`config.mk`:
```
export PLATFORM = sky130hd
export DESIGN_NAME = compound_type_sink
export DESIGN_NICKNAME = d
export VERILOG_FILES = /design/src/rtl/compound_type_sink_pkg.sv /design/src/rtl/compound_type_sink_acc_update.sv /design/src/rtl/compound_type_sink.sv
export SDC_FILE = /design/constraint.sdc
export NUM_CORES = 1
export LEC_CHECK = 0
export ABC_CLOCK_PERIOD_IN_PS = 4500
export BUFFER_PORTS_ARGS = -buffer_cell sky130_fd_sc_hd__buf_2
export CORE_MARGIN = 2
export CORE_UTILIZATION = 40
export CTS_BUF_LIST = sky130_fd_sc_hd__clkbuf_8 sky130_fd_sc_hd__clkbuf_16
export CTS_CLUSTER_SIZE = 16
export DETAILED_ROUTE_END_ITERATION = 6
export PLACE_DENSITY_LB_ADDON = 0.12
export SLEW_MARGIN = 30
export SYNTH_ARGS = -nofsm -noshare
export SYNTH_HDL_FRONTEND = slang
export SYNTH_HIERARCHICAL = 1
export SYNTH_SLANG_ARGS = --single-unit
```
`constraint.sdc`:
```
create_clock -name clk -period 4.5 [get_ports clk]
set_clock_uncertainty 0.2 [all_clocks]
set_input_delay 0.45 -clock clk [delete_from_list [all_inputs] [get_ports clk]]
set_output_delay 0.45 -clock clk [all_outputs]
set_load 0.1 [all_outputs]
```
`src/rtl/compound_type_sink_pkg.sv`:
```
// testbasic17_types: CompoundType link payload, mode encoding and sink FSM states
package testbasic17_types;
  localparam int CT_X_W = 32;
  typedef enum logic {read = 1'b0, write = 1'b1} CompoundMode;
  typedef struct packed {
    CompoundMode mode;
    logic [CT_X_W-1:0] x;
    logic y;
  } CompoundType;
  typedef enum logic {SINK_IDLE, SINK_RESP} SinkSections;
endpackage

```
`src/rtl/compound_type_sink_acc_update.sv`:
```
// compound_acc_update: combinational next-accumulator for one CompoundType transaction
module compound_acc_update
  import testbasic17_types::*;
#(
  parameter int DATA_W = 32
) (
  input  logic [DATA_W-1:0] i_acc,
  input  logic [DATA_W-1:0] i_x,
  input  logic              i_y,
  input  CompoundMode       i_mode,
  output logic [DATA_W-1:0] o_acc_next
);
  // anything other than write leaves the accumulator alone; y selects add vs load
  always_comb o_acc_next = (i_mode == write) ? (i_y ? i_acc + i_x : i_x) : i_acc;
endmodule

```
`src/rtl/compound_type_sink.sv`:
```
// compound_type_sink: accumulates CompoundType writes, answers reads on a blocking result port
module compound_type_sink
  import testbasic17_types::*;
#(
  parameter int DATA_W = 32,
  parameter int CNT_W  = 8
) (
  input  logic              clk,
  input  logic              rst,
  input  CompoundType       b_in,
  input  logic              b_in_sync,
  output logic              b_in_notify,
  output logic [DATA_W-1:0] r_out,
  input  logic              r_out_sync,
  output logic              r_out_notify,
  output logic [DATA_W-1:0] m_out,
  output logic [CNT_W-1:0]  txn_count
);
  SinkSections       r_state;
  logic [DATA_W-1:0] r_acc;
  logic [DATA_W-1:0] w_acc_next;
  logic              w_b_xfer;
  logic              w_r_xfer;
  assign w_b_xfer = b_in_notify && b_in_sync;
  assign w_r_xfer = r_out_notify && r_out_sync;
  assign m_out    = r_acc;
  compound_acc_update #(.DATA_W(DATA_W)) u_upd (
    .i_acc      (r_acc),
    .i_x        (DATA_W'(b_in.x)),
    .i_y        (b_in.y),
    .i_mode     (b_in.mode),
    .o_acc_next (w_acc_next)
  );
  // sink FSM: accept writes/reads in IDLE, hold the response in RESP until taken
  always_ff @(posedge clk) begin
    if (!rst) begin
      r_state      <= SINK_IDLE;
      r_acc        <= '0;
      r_out        <= '0;
      b_in_notify  <= 1'b1;
      r_out_notify <= 1'b0;
      txn_count    <= '0;
    end else if (r_state == SINK_IDLE) begin
      if (w_b_xfer) begin
        r_acc <= w_acc_next;
        if (txn_count != {CNT_W{1'b1}}) txn_count <= txn_count + 1'b1;
        if (b_in.mode != write) begin
          r_out        <= r_acc;
          b_in_notify  <= 1'b0;
          r_out_notify <= 1'b1;
          r_state      <= SINK_RESP;
        end
      end
    end else if (w_r_xfer) begin
      r_out_notify <= 1'b0;
      b_in_notify  <= 1'b1;
      r_state      <= SINK_IDLE;
    end
  end
endmodule
```
==> impl_metrics.toml <==
[outcome]
run_status = "finished clean"

[placement]
place.port_buffers = 111
dpl.cell_count = 927
place_congestion = 0.900
dp_hpwl_microns = 10700

[grt]
grt_max_degree = 60
first_global_vias = 4611
antenna_found_initial = 0
grt_pass1_wl_microns = 24100
track_usage = 0.214
grt-ovfl-total = 0

[power_and_ir_drop]
power_frac_clock = 0.323
power_frac_seq = 0.347
switching_share = 0.392
p_switching_w = 0.000834
p_int_w = 0.00130
p_comb_frac = 0.330
powerDensity_nw_per_um2 = 353
p_leak_nw = 2.68
peakVddDrop_v = 0.000221

[synthesis]
synth_nets = 750
synth_area_per_cell_sq_um = 7.62
synthesis.instances = 679
synth_edf_count = 0
async_flop_share = 0
yosys_warnings = 6
netlist_area_sq_um = 5170
ys_ff_latch = 75
synth_seq_area_share = 0.290
synth-main-ff-cell = "dfxtp_1"
synth.distinct_cells = 69

[layout]
num_antenna_cells = 0
num-nets-final = 837
drive_above_1_share = 0.210
syn_to_final_growth_pct = 16.8
final_cells = 943

[floorplan]
core-area_sq_um = 12600
rows = 41
start_util = 0.410
die_h_microns = 118
die_w_microns = 118
dieArea_sq_um = 13900
io_pins = 112

[critical_path]
critical_path_arrival_ns = 3.30
worstPathMaxFanout = 5
crit_path_end_kind = "flop"
ff2ff_setup_slack_ns = 1.21
criticalPathCategory = "flop to flop"
required_ns = 4.51
cp-start-kind = "flop"

[timing]
fin_setup_tns_ns = 0
rsz0062_at_grt = "no"
max_freq_mhz = 304
timing.slew.headroom = 0.421
setup_violations = 0
timing.final.crit_share = 0.732
drv_slew = 0
tightestPinTransition_ns = 0.868
hold_viol = 0
post-route-min-period_ns = 3.29

[clock_network]
clk_pin_slew_ns = 0.06
cts_tree = "yes"
post_cts_resized = 0
clockBufferDepth = 2
htreeDepth = 3
clock_sinks = 75
insertion_delay_ns = 0.34
hold_buffers = 0
clockRootBuffer = "clkbuf_16"
numCtsBuffers = 9
cts_setup_buffers = 0

[routing]
viasPerCell = 5.34
vias = 5033
firstDrtPassIters = 5
drt_first_iter_violations = 227
wl_microns = 14900
drc = 0
drtAntennaViolNets = 0
wl_per_cell_microns = 15.8

[flow_run]
drv_cap = 0

[worst_hold_path]
hp-class = "input pin to flop"
critical path, stage by stage, from the launching register on:
cell,delay [ns]
dfxtp_1,0.34
ha_1,0.25
fa_1,0.43
a21oi_2,0.22
o311ai_2,0.12
a211oi_2,0.39
o21bai_2,0.14
a211oi_2,0.31
o31ai_2,0.11
xnor2_1,0.16
a21oi_1,0.08
mux2_2,0.28
nand2_1,0.06
a21oi_1,0.07
state kept, by name, summed over array words and instances (netlist names):
signal,count
txn_count,8
r_out,32
m_out,32
b_in_notify,1
r_out_notify,1
r_state,1
Yosys cell counts, drive strengths merged, types with 3 or more instances:
cell type | count | area [sq um]
nor2 | 45 | 169
inv | 11 | 41.3
mux2 | 4 | 45.0
a211oi | 3 | 37.5
nand2 | 164 | 618
buf | 24 | 159
xnor2 | 20 | 175
nand2b | 3 | 18.8
a21oi | 129 | 657
o211ai | 3 | 27.5
o31ai | 5 | 52.6
nor3 | 4 | 31.3
o21ai | 16 | 80.1
ha | 32 | 400
mux2i | 28 | 280
clkbuf | 15 | 56.3
dfxtp | 75 | 1500
nand4 | 6 | 37.5
nand3 | 13 | 77.6
nor2b | 11 | 68.8
a21o | 8 | 60.1
o21bai | 10 | 78.8
xor2 | 7 | 61.3
o21a | 5 | 37.5
metal layers:
| metal | track usage | part of all wire |
|---|---|---|
| met5 | 0 | 0 |
| met4 | 0.0587 | 0.0077 |
| met2 | 0.323 | 0.44 |
| met3 | 0.0460 | 0.044 |
| met1 | 0.306 | 0.51 |
layout make-up:
type	instances	area (sq um)
clock inverter	5	28.8
multi-input combinational	554	3410
tap	172	215
sequential	75	1500
inverter	11	41.3
fill	1303	6580
clock buffer	11	253
timing repair buffer	115	588
metrics by stage:
step	utilization	power [W]	instance area (sq um)	setup slack, ns	hold slack [ns]
2_1_floorplan	-	0.00133	5170	1.05	0.312
3_3_place_gp	0.456	0.00145	5760	1.07	0.240
3_5_place_dp	0.456	0.00146	5760	1.04	0.245
4_1_cts	0.478	0.00215	6040	1.20	0.181
5_1_grt	0.479	0.00223	6040	1.02	0.205
6_report	0.479	0.00213	6040	1.21	0.190
path summary, 6_finish.rpt:
check	startpoint	end	cells after the start
max	m_out[0]$_SDFFE_PN0P_	m_out[20]$_SDFFE_PN0P_	13
min reg2reg	r_out[8]$_SDFFE_PN0P_	r_out[8]$_SDFFE_PN0P_	2
min	r_out_sync	b_in_notify$_SDFFE_PN1P_	3
max reg2reg	m_out[0]$_SDFFE_PN0P_	m_out[20]$_SDFFE_PN0P_	13
layout by cell type (no fill, tap or decap), types with 3 or more instances in the layout:
| master | instances |
|---|---|
| nand2_1 | 163 |
| a21oi_1 | 126 |
| buf_2 | 110 |
| dfxtp_1 | 75 |
| nor2_1 | 45 |
| ha_1 | 32 |
| mux2i_1 | 28 |
| xnor2_1 | 20 |
| nand3_1 | 12 |
| o21ai_0 | 11 |
| nor2b_1 | 11 |
| inv_1 | 10 |
| clkbuf_16 | 9 |
| o21bai_1 | 9 |
| a21o_1 | 8 |
| xor2_1 | 7 |
| nand4_1 | 6 |
| o21a_1 | 5 |
| buf_4 | 5 |
| o21ai_1 | 5 |
| mux2_2 | 4 |
| nand2b_1 | 3 |
| nor3_1 | 3 |
| a21oi_2 | 3 |
| a211oi_2 | 3 |
| o31ai_2 | 3 |
power groups by stage:
| stage | Sequential (W) | Clock (W) | Combinational (W) |
|---|---|---|---|
| 2_1_floorplan | 0.000961 | 0 | 0.000366 |
| 3_3_place_gp | 0.000753 | 0 | 0.000697 |
| 3_5_place_dp | 0.000754 | 0 | 0.000702 |
| 4_1_cts | 0.000740 | 0.000706 | 0.000706 |
| 5_1_grt | 0.000745 | 0.000729 | 0.000759 |
| 6_report | 0.000739 | 0.000687 | 0.000704 |
cells by family after synthesis:
family / after synthesis / synth area share
XOR/XNOR: 27 / 0.0457
flip-flops: 75 / 0.290
AO/OA/AOI/OAI: 198 / 0.241
buffers and inverters: 50 / 0.0496
multiplexers: 32 / 0.0629
adder cells (fa/ha/maj): 33 / 0.0813
AND/OR/NAND/NOR: 264 / 0.230
Power figures use the tool's default switching activity.
